## config.mk

```make
export PLATFORM = sky130hd
export DESIGN_NAME = router_pkt_rx_flat
export DESIGN_NICKNAME = d
export VERILOG_FILES = /design/src/rtl/router_pkg.sv /design/src/rtl/router_pkt_rx_if.sv /design/src/rtl/router_byte_fifo.sv /design/src/rtl/router_pkt_rx.sv /design/src/flat_wrapper.sv
export SDC_FILE = /design/constraint.sdc
export NUM_CORES = 1
export LEC_CHECK = 0
export CORE_MARGIN = 2
export CORE_UTILIZATION = 30
export DETAILED_ROUTE_END_ITERATION = 8
export SKIP_LAST_GASP = 1
export SLEW_MARGIN = 40
export SYNTH_ARGS = -nofsm -noshare
export SYNTH_HDL_FRONTEND = slang
export SYNTH_HIERARCHICAL = 1
export SYNTH_SLANG_ARGS = --single-unit
```

## constraint.sdc

```tcl
create_clock -name clk -period 8.3 [get_ports clk]
set_input_delay 1.66 -clock clk [delete_from_list [all_inputs] [get_ports clk]]
set_output_delay 1.66 -clock clk [all_outputs]
set_load 0.03 [all_outputs]
```

## src/rtl/router_pkg.sv

```systemverilog
// Shared types and constants for the router packet receiver.
package router_pkg;

    localparam int unsigned DEPTH_DEFAULT   = 16;
    localparam int unsigned TIMEOUT_DEFAULT = 32;

    // Bit positions inside pkt_err
    localparam int unsigned ERR_CSUM = 0;
    localparam int unsigned ERR_ZLEN = 1;
    localparam int unsigned ERR_OVF  = 2;
    localparam int unsigned ERR_TMO  = 3;

    typedef enum logic [2:0] {
        S_DA,
        S_SA,
        S_LEN,
        S_PLD,
        S_CSUM
    } rx_state_e;

    // Increment that sticks at all-ones
    function automatic logic [15:0] sat_inc(input logic [15:0] v);
        return (v == 16'hFFFF) ? v : v + 16'd1;
    endfunction

endpackage

```

## src/rtl/router_pkt_rx_if.sv

```systemverilog
// Byte stream in, payload stream out, plus per-packet status.
interface router_pkt_rx_if;
    logic [7:0]  rx_data;
    logic        rx_valid;
    logic [7:0]  pld_data;
    logic        pld_last;
    logic        pld_valid;
    logic        pld_ready;
    logic        pkt_done;
    logic [7:0]  pkt_da;
    logic [7:0]  pkt_sa;
    logic [7:0]  pkt_len;
    logic [3:0]  pkt_err;
    logic [15:0] pkt_count;
    logic [15:0] err_count;

    // Environment side: drives the byte stream and the payload consumer ready
    modport master (
        output rx_data, rx_valid, pld_ready,
        input  pld_data, pld_last, pld_valid, pkt_done, pkt_da, pkt_sa, pkt_len,
        input  pkt_err, pkt_count, err_count
    );

    // Receiver side
    modport slave (
        input  rx_data, rx_valid, pld_ready,
        output pld_data, pld_last, pld_valid, pkt_done, pkt_da, pkt_sa, pkt_len,
        output pkt_err, pkt_count, err_count
    );
endinterface

```

## src/rtl/router_byte_fifo.sv

```systemverilog
// Payload FIFO: 9-bit entries {last, data}, head shown combinationally.
module router_byte_fifo #(
    parameter int unsigned DEPTH = 16
) (
    input  logic       clk,
    input  logic       reset,
    input  logic       push,
    input  logic [8:0] push_entry,
    output logic       push_ok,
    input  logic       pop,
    output logic [8:0] head,
    output logic       not_empty
);

    localparam int unsigned AW = $clog2(DEPTH);
    localparam logic [AW:0] FULL_COUNT = (AW + 1)'(DEPTH);

    logic [8:0]    mem_q [DEPTH];
    logic [AW-1:0] wr_ptr_q;
    logic [AW-1:0] rd_ptr_q;
    logic [AW:0]   count_q;
    logic          do_push;
    logic          do_pop;

    // A full FIFO still takes a byte when the head leaves in the same cycle
    always_comb begin
        not_empty = (count_q != '0);
        do_pop    = pop && not_empty;
        push_ok   = (count_q < FULL_COUNT) || do_pop;
        do_push   = push && push_ok;
        head      = not_empty ? mem_q[rd_ptr_q] : '0;
    end

    // Storage write, no reset needed since empty masks the head
    always_ff @(posedge clk) begin
        if (do_push) begin
            mem_q[wr_ptr_q] <= push_entry;
        end
    end

    // Pointers wrap naturally as DEPTH is a power of two
    always_ff @(posedge clk or negedge reset) begin
        if (!reset) begin
            wr_ptr_q <= '0;
            rd_ptr_q <= '0;
            count_q  <= '0;
        end else begin
            if (do_push) wr_ptr_q <= wr_ptr_q + 1'b1;
            if (do_pop)  rd_ptr_q <= rd_ptr_q + 1'b1;
            case ({do_push, do_pop})
                2'b10:   count_q <= count_q + 1'b1;
                2'b01:   count_q <= count_q - 1'b1;
                default: count_q <= count_q;
            endcase
        end
    end

endmodule

```

## src/rtl/router_pkt_rx.sv

```systemverilog
// Frame decoder: DA, SA, LEN, payload, XOR checksum; payload goes to a FIFO.
module router_pkt_rx
    import router_pkg::*;
#(
    parameter int unsigned DEPTH   = DEPTH_DEFAULT,
    parameter int unsigned TIMEOUT = TIMEOUT_DEFAULT
) (
    input logic             clk,
    input logic             reset,
    router_pkt_rx_if.slave  bus
);

    localparam int unsigned IW = $clog2(TIMEOUT + 1);
    localparam logic [IW-1:0] IDLE_LIMIT = IW'(TIMEOUT - 1);

    rx_state_e     state_q;
    logic [7:0]    da_q;
    logic [7:0]    sa_q;
    logic [7:0]    len_q;
    logic [7:0]    rem_q;
    logic [7:0]    csum_q;
    logic [3:0]    err_acc_q;
    logic [IW-1:0] idle_q;

    logic          pkt_done_q;
    logic [7:0]    pkt_da_q;
    logic [7:0]    pkt_sa_q;
    logic [7:0]    pkt_len_q;
    logic [3:0]    pkt_err_q;
    logic [15:0]   pkt_count_q;
    logic [15:0]   err_count_q;

    logic          push;
    logic [8:0]    push_entry;
    logic          push_ok;
    logic          pop;
    logic [8:0]    head;
    logic          fifo_valid;
    logic          timeout_hit;
    logic          done_now;
    logic [3:0]    done_err;
    logic [3:0]    final_err;
    logic [3:0]    abort_err;

    // Datapath decode for the current cycle
    always_comb begin
        push        = (state_q == S_PLD) && bus.rx_valid;
        push_entry  = {rem_q == 8'd1, bus.rx_data};
        pop         = fifo_valid && bus.pld_ready;
        timeout_hit = (state_q != S_DA) && !bus.rx_valid && (idle_q == IDLE_LIMIT);

        final_err           = err_acc_q;
        final_err[ERR_CSUM] = (bus.rx_data != csum_q);
        abort_err           = err_acc_q;
        abort_err[ERR_TMO]  = 1'b1;

        done_now = timeout_hit || (bus.rx_valid && (state_q == S_CSUM));
        done_err = timeout_hit ? abort_err : final_err;
    end

    router_byte_fifo #(
        .DEPTH (DEPTH)
    ) u_fifo (
        .clk        (clk),
        .reset      (reset),
        .push       (push),
        .push_entry (push_entry),
        .push_ok    (push_ok),
        .pop        (pop),
        .head       (head),
        .not_empty  (fifo_valid)
    );

    // Frame FSM, idle watchdog and registered status outputs
    always_ff @(posedge clk or negedge reset) begin
        if (!reset) begin
            state_q     <= S_DA;
            da_q        <= '0;
            sa_q        <= '0;
            len_q       <= '0;
            rem_q       <= '0;
            csum_q      <= '0;
            err_acc_q   <= '0;
            idle_q      <= '0;
            pkt_done_q  <= 1'b0;
            pkt_da_q    <= '0;
            pkt_sa_q    <= '0;
            pkt_len_q   <= '0;
            pkt_err_q   <= '0;
            pkt_count_q <= '0;
            err_count_q <= '0;
        end else begin
            pkt_done_q <= 1'b0;

            if (bus.rx_valid || state_q == S_DA) begin
                idle_q <= '0;
            end else begin
                idle_q <= idle_q + 1'b1;
            end

            if (done_now) begin
                pkt_done_q  <= 1'b1;
                pkt_da_q    <= da_q;
                pkt_sa_q    <= sa_q;
                pkt_len_q   <= len_q;
                pkt_err_q   <= done_err;
                pkt_count_q <= sat_inc(pkt_count_q);
                if (done_err != 4'd0) begin
                    err_count_q <= sat_inc(err_count_q);
                end
            end

            if (timeout_hit) begin
                state_q <= S_DA;
                idle_q  <= '0;
            end else if (bus.rx_valid) begin
                unique case (state_q)
                    S_DA: begin
                        // Clear header so an early abort reports no stale fields
                        da_q      <= bus.rx_data;
                        sa_q      <= '0;
                        len_q     <= '0;
                        csum_q    <= bus.rx_data;
                        err_acc_q <= '0;
                        state_q   <= S_SA;
                    end
                    S_SA: begin
                        sa_q    <= bus.rx_data;
                        csum_q  <= csum_q ^ bus.rx_data;
                        state_q <= S_LEN;
                    end
                    S_LEN: begin
                        len_q  <= bus.rx_data;
                        rem_q  <= bus.rx_data;
                        csum_q <= csum_q ^ bus.rx_data;
                        if (bus.rx_data == 8'd0) begin
                            err_acc_q[ERR_ZLEN] <= 1'b1;
                            state_q             <= S_CSUM;
                        end else begin
                            state_q <= S_PLD;
                        end
                    end
                    S_PLD: begin
                        // Dropped bytes still count toward LEN
                        csum_q <= csum_q ^ bus.rx_data;
                        rem_q  <= rem_q - 8'd1;
                        if (!push_ok) begin
                            err_acc_q[ERR_OVF] <= 1'b1;
                        end
                        if (rem_q == 8'd1) begin
                            state_q <= S_CSUM;
                        end
                    end
                    S_CSUM: begin
                        state_q <= S_DA;
                    end
                    default: begin
                        state_q <= S_DA;
                    end
                endcase
            end
        end
    end

    // Drive interface outputs
    always_comb begin
        bus.pld_data  = head[7:0];
        bus.pld_last  = head[8];
        bus.pld_valid = fifo_valid;
        bus.pkt_done  = pkt_done_q;
        bus.pkt_da    = pkt_da_q;
        bus.pkt_sa    = pkt_sa_q;
        bus.pkt_len   = pkt_len_q;
        bus.pkt_err   = pkt_err_q;
        bus.pkt_count = pkt_count_q;
        bus.err_count = err_count_q;
    end

endmodule

```

## src/flat_wrapper.sv

```systemverilog
// flat-port wrapper written by rule: the top's interface ports become plain ports
module router_pkt_rx_flat import router_pkg::*;
#(
    parameter int unsigned DEPTH   = DEPTH_DEFAULT,
    parameter int unsigned TIMEOUT = TIMEOUT_DEFAULT
)
  (clk, reset, bus_rx_data, bus_rx_valid, bus_pld_ready, bus_pld_data, bus_pld_last, bus_pld_valid, bus_pkt_done, bus_pkt_da, bus_pkt_sa, bus_pkt_len, bus_pkt_err, bus_pkt_count, bus_err_count);
  router_pkt_rx_if bus_i ();
  input logic clk;
  input logic reset;
  input wire logic [$bits(bus_i.rx_data)-1:0] bus_rx_data;
  input wire logic [$bits(bus_i.rx_valid)-1:0] bus_rx_valid;
  input wire logic [$bits(bus_i.pld_ready)-1:0] bus_pld_ready;
  output wire logic [$bits(bus_i.pld_data)-1:0] bus_pld_data;
  output wire logic [$bits(bus_i.pld_last)-1:0] bus_pld_last;
  output wire logic [$bits(bus_i.pld_valid)-1:0] bus_pld_valid;
  output wire logic [$bits(bus_i.pkt_done)-1:0] bus_pkt_done;
  output wire logic [$bits(bus_i.pkt_da)-1:0] bus_pkt_da;
  output wire logic [$bits(bus_i.pkt_sa)-1:0] bus_pkt_sa;
  output wire logic [$bits(bus_i.pkt_len)-1:0] bus_pkt_len;
  output wire logic [$bits(bus_i.pkt_err)-1:0] bus_pkt_err;
  output wire logic [$bits(bus_i.pkt_count)-1:0] bus_pkt_count;
  output wire logic [$bits(bus_i.err_count)-1:0] bus_err_count;
  assign bus_i.rx_data = bus_rx_data;
  assign bus_i.rx_valid = bus_rx_valid;
  assign bus_i.pld_ready = bus_pld_ready;
  assign bus_pld_data = bus_i.pld_data;
  assign bus_pld_last = bus_i.pld_last;
  assign bus_pld_valid = bus_i.pld_valid;
  assign bus_pkt_done = bus_i.pkt_done;
  assign bus_pkt_da = bus_i.pkt_da;
  assign bus_pkt_sa = bus_i.pkt_sa;
  assign bus_pkt_len = bus_i.pkt_len;
  assign bus_pkt_err = bus_i.pkt_err;
  assign bus_pkt_count = bus_i.pkt_count;
  assign bus_err_count = bus_i.err_count;
  router_pkt_rx #(.DEPTH(DEPTH), .TIMEOUT(TIMEOUT)) u_core (.clk(clk), .reset(reset), .bus(bus_i));
endmodule
```

Word level (Yosys, flattened, before mapping)
Memory sizes are Yosys's and may differ from the RTL's.
Cells that the tools add are included.
{ "totals": {"register_bits": 125, "latchBits": 0, "mem_bits_rw": 144, "mem_bits_ro": 0, "input_bits": 12, "wordCells": 102, "mem_count": 1} }
{ "memory_table": {"columns": ["memory", "words", "word_bits", "read_ports", "rd_clocked_by_memory_dff", "write_ports", "line", "text"], "rows": [
  ["u_core.u_fifo.mem_q", 16, 9, 1, 0, 1, "router_byte_fifo.sv:18", "logic [8:0] mem_q [DEPTH];"]
]} }
{ "op_classes": {"addsub": 8, "multipliers": 0, "n_div": 0, "magnitude_cmp": 1, "eq_ne": 14, "n_shift": 0, "mux": 21, "n_bitwise": 4, "reduce_logical": 34} }
{ "ops": {"columns": ["operator", "n"], "rows": [
  ["$pmux 8 s2", 4],
  ["$add 16x1->16 const B", 2],
  ["$eq 16x16->1 const B", 2],
  ["$reduce_and 3->1", 6],
  ["$reduce_bool 2->1", 7],
  ["$mux 3", 4],
  ["$mux 6", 2],
  ["$pmux 3 s4", 1],
  ["$pmux 5 s2", 1],
  ["$mux 9", 1],
  ["$add 4x1->4 const B", 2],
  ["$eq 8x1->1 const B", 1],
  ["$logic_not 8->1", 1],
  ["$ne 8x8->1", 1],
  ["$reduce_and 4->1", 2],
  ["$sub 8x1->8 const B", 1],
  ["$xor 8x8->8", 1],
  ["$logic_and 1x1->1", 7],
  ["$add 6x1->6 const B", 1],
  ["$eq 3x2->1 const B", 2],
  ["$eq 6x5->1 const B", 1],
  ["$add 5x1->5 const B", 1],
  ["$lt 5x5->1 const B", 1],
  ["$mux 1", 5],
  ["other kinds (19)", 25]
]} }

Longest topological paths before layout
{ "logic_depth": {"ltp_word": 7, "mapped_depth": 16} }

Cells and area by module
Netlist, hierarchy kept.
{ "by_module_without_submodules": {"columns": ["module", "n_inst", "cells_per_inst", "area_per_inst_um2"], "rows": [
  ["router_byte_fifo", 1, 332, 6473.7],
  ["router_pkt_rx", 1, 520, 5200.0]
]} }

Worst setup path before layout
No wires, ideal clock.
{ "synth_timing": {"path_type": "input to register", "start": "input bus_rx_valid", "end": "register u_core.u_fifo.count_q[4]", "setup_time_ns": 0.131, "t_arrival_ns": 3.920, "setup_slack_ns": 4.249, "path_stages": 13, "path_buffers": 3, "cell_sequence": "buf_2 inv_1 nor3_1 and2_1 buf_2 inv_2 ha_1 clkbuf_1 xor2_1 ha_1 a22o_1 and4_1 or3_1"} }
{ "synth_between": {"elab_chain_len": 4, "elab_cells_between_ends": 6, "cone_classes": "2 x eq/ne; 1 x mux; 3 x reduce/logical"} }
{ "synth_rtl": {"columns": ["element", "line", "text"], "rows": [
  ["start, declared", "flat_wrapper.sv:12", "input wire logic [$bits(bus_i.rx_valid)-1:0] bus_rx_valid;"],
  ["$logic_and 1x1->1 (*)", "router_pkt_rx.sv:47", "push = (state_q == S_PLD) && bus.rx_valid;"],
  ["via u_core.push", "router_pkt_rx.sv:33", "logic push;"],
  ["$logic_and 1x1->1 (*)", "router_byte_fifo.sv:30", "do_push = push && push_ok;"],
  ["$eq 2x1->1 / $eq 2x2->1 (equally long branches)", "router_byte_fifo.sv:50", "case ({do_push, do_pop})"],
  ["$pmux 5 s2 / $reduce_bool 2->1 (equally long branches)", null, null],
  ["end signal, assigned", "router_byte_fifo.sv:51", "2'b10: count_q <= count_q + 1'b1;"],
  ["end signal, assigned", "router_byte_fifo.sv:52", "2'b01: count_q <= count_q - 1'b1;"],
  ["end signal, assigned", "router_byte_fifo.sv:53", "default: count_q <= count_q;"],
  ["end, declared", "router_byte_fifo.sv:21", "logic [AW:0] count_q;"]
]} }
Mark *: on every way through the listed nets, which the timed path passes. The rest lies on a longest branch.
A chain may end at the register's enable or synchronous reset.

Worst setup path after layout
{ "layout_timing": {"start": "register u_core.u_fifo.rd_ptr_q[1]", "end": "output bus_pld_data[7]"} }
{ "layout_between": {"elab_chain_len": 2} }
{ "layout_rtl": {"columns": ["element", "line", "text"], "rows": [
  ["start, declared", "router_byte_fifo.sv:20", "logic [AW-1:0] rd_ptr_q;"],
  ["start signal, assigned", "router_byte_fifo.sv:49", "if (do_pop) rd_ptr_q <= rd_ptr_q + 1'b1;"],
  ["$mem_v2 16x9", null, null],
  ["$mux 9", "router_byte_fifo.sv:31", "head = not_empty ? mem_q[rd_ptr_q] : '0;"],
  ["end, declared", "flat_wrapper.sv:14", "output wire logic [$bits(bus_i.pld_data)-1:0] bus_pld_data;"]
]} }
No other way between the ends.

==> flow_summary.json <==
{
  "outcome": "finished clean",
  "wl_per_cell_um": 16.9,
  "endpoint_kind": "primary output",
  "clkTransAtPathRegs_ns": 0.06,
  "area_delta_synth_final_pct": 20.2,
  "worstSetupPathType": "reg2out",
  "htreeDepth": 1,
  "finish.net_count": 963,
  "core-area_um2": 38600,
  "seq_area_frac_synth": 0.638,
  "required_ns": 6.64,
  "synthArstFlopShare": 0.465,
  "cp_cell_sequence": "buf_4 > mux4_1 > mux2_2 > o21ai_1 > a21oi_1 > clkdlybuf4s50_1",
  "leakage_nw": 5.33,
  "cts_tree": "yes",
  "portBuffers": 82,
  "finalCriticalPeriod_ns": 5.00,
  "grt_usage": 0.121,
  "die_w_um": 201,
  "worst_pin_slew_ns": 0.713,
  "via_per_inst": 4.73,
  "syn_area_um2": 11700,
  "setup_tns_ns": 0,
  "ys_warn_count": 6,
  "via_count": 6986,
  "die-area_um2": 40500,
  "num_io_pins": 83,
  "grt_antenna_before_repair": 0,
  "rows": 72,
  "maxSlewViolCount": 0,
  "grt_pass1_wl_um": 39600,
  "ctsHoldBuffers": 0,
  "synth_top_flop_cell": "edfxtp_1",
  "final_layout_size_suffix_gt1_frac": 0.148,
  "worst_hold_path_type": "reg2reg",
  "cpPeakStageDelay_ns": 0.64,
  "ant_nets": 0,
  "critPathArrivalTime_ns": 3.34,
  "overflow": 0,
  "hpwlAfterDp_um": 15600,
  "p_per_area_nw_per_um2": 328,
  "hold_viol": 0,
  "diodes": 0,
  "fillers": 3774,
  "setup_viol": 0,
  "start_util": 0.303,
  "grt_pass1_vias": 7055,
  "final_core_util": 0.364,
  "dr.pass1.iters": 4,
  "whs_ns": 0.462,
  "initialDrtViolationCount": 397,
  "finClkSkew_ns": 0.0113,
  "place_congestion": 0.751,
  "layout_common_cells": "edfxtp_1, nand2_1, dfrtp_1",
  "avgSynthCellArea_um2": 13.7,
  "synth_cell_types": 70,
  "fmax_mhz": 200,
  "synth_seq_cells": 269,
  "postCtsSetupBuffers": 0,
  "ir_worst_vdd_mv": 0.194,
  "synthesis.nets": 878,
  "maxCapViolCount": 0,
  "worstSetupStartpointType": "register",
  "period_share": 0.602,
  "crit_slowest_cell": "dfrtp_2",
  "rsz0062_at_grt": "false",
  "grt_start_max_net_pins": 73,
  "layout.cells.most_common": "edfxtp_1",
  "wl_um": 24900,
  "cts_resized": 0,
  "cts.sinks": 269,
  "slew_headroom": 0.523,
  "synth_cells": 852,
  "clock-root-buffer": "clkbuf_16",
  "die_h_um": 201,
  "clkLatencyLatePin_ns": 0.55,
  "cts_buffers": 29,
  "route.detailed.drc": 0,
  "synth_edf_count": 144,
  "clk_path_buf_depth": 3,
  "critical_path_peak_fanout": 23
}
[sequential cells by signal, indices dropped and copies added, names as in the netlist, 3 cells and up]
name	count
u_core/da_q	8
u_core/sa_q	8
u_core/bus.pkt_len	8
u_core/bus.pkt_da	8
u_core/state_q	3
u_core/csum_q	8
u_core/bus.err_count	16
u_core/bus.pkt_err	4
u_core/u_fifo/mem_q	144
u_core/u_fifo/count_q	5
u_core/rem_q	8
u_core/bus.pkt_count	16
u_core/u_fifo/rd_ptr_q	4
u_core/idle_q	6
u_core/len_q	8
u_core/bus.pkt_sa	8
u_core/u_fifo/wr_ptr_q	4
[through the flow]
stage	power, mW	worst slack, ns	instance area, µm²	std cells
finish	4.60	3.30	14000	1477
global route	4.86	3.12	14000	1477
CTS	4.65	2.96	14000	1476
detailed placement	3.36	3.52	13100	1423
global placement	3.34	3.57	13000	1423
floorplan	2.88	4.25	11700	852
[metal layers]
layer / track usage / vias to the layer above / routed length (µm)
met2: 0.197 / 147 / 11700
met1: 0.168 / 3518 / 11400
met5: 0 / - / 0
li1: - / 3297 / -
met4: 0.0252 / 0 / 383
met3: 0.0254 / 24 / 1370
[kinds of logic after synthesis]
group	share of synthesized area
buffers and inverters	0.0270
AOI/OAI and AO/OA	0.0538
muxes	0.103
DFF	0.638
xor gates and xnor gates	0.0383
and+or+nand+nor	0.124
adders and majority gates	0.0150
[worst paths after layout]
| path | startpoint | to | slack, ns | cells after the start |
|---|---|---|---|---|
| min in group asynchronous | reset | u_core/bus.err_count[0] | 1.13 | 1 |
| hold / removal | u_core/bus.pkt_sa[6] | u_core/bus.pkt_sa[6] | 0.46 | 2 |
| hold reg to reg | u_core/bus.pkt_sa[6] | u_core/bus.pkt_sa[6] | 0.46 | 2 |
| setup / recovery | u_core/u_fifo/rd_ptr_q[1] | bus_pld_data[7] | 3.30 | 6 |
| setup reg to reg | u_core/u_fifo/count_q[1] | u_core/u_fifo/count_q[4] | 4.61 | 13 |
| max in group asynchronous | reset | u_core/rem_q[1] | 5.98 | 2 |
[critical path, delay by kind of cell, from the launching register on]
kind / cells / cell delay, ns
AO/OA/AOI/OAI: 2 / 0.19
buffers and inverters: 2 / 1.06
flip-flops: 1 / 0.64
multiplexers: 2 / 0.88
[report_power, final]
part | internal (mW) | switching, mW
Sequential | 1.62 | 0.232
Combinational | 0.657 | 0.810
Clock | 0.752 | 0.521
Total | 3.03 | 1.56
[Yosys cell counts (all sizes together) (9+ instances only)]
library cell    n  area (µm²)
nand2         135         517
nor2           44         168
mux2           21         236
a21oi          31         166
dfrtp         125        3130
edfxtp        144        4320
xor2           24         210
nand3          11        55.1
clkbuf         15        58.8
nor4            9        92.6
inv            15        56.3
mux2i          10         100
nand4          17         119
ha             14         175
o21ai          34         170
buf            33         200
xnor2          27         236
a311oi          9        78.8
mux4           36         871
nor3           23         131
[area by class of cell]
class,instances,area (µm²),area share
Inverter,15,56.3,0.00401
Clock inverter,13,135,0.00963
Multi-Input combinational cell,520,3940,0.281
Timing Repair Buffer,102,972,0.0693
Sequential cell,269,7450,0.531
Clock buffer,40,817,0.0583
Tap cell,518,648,0.0462
Note: power is estimated with default switching activity, not from simulation.
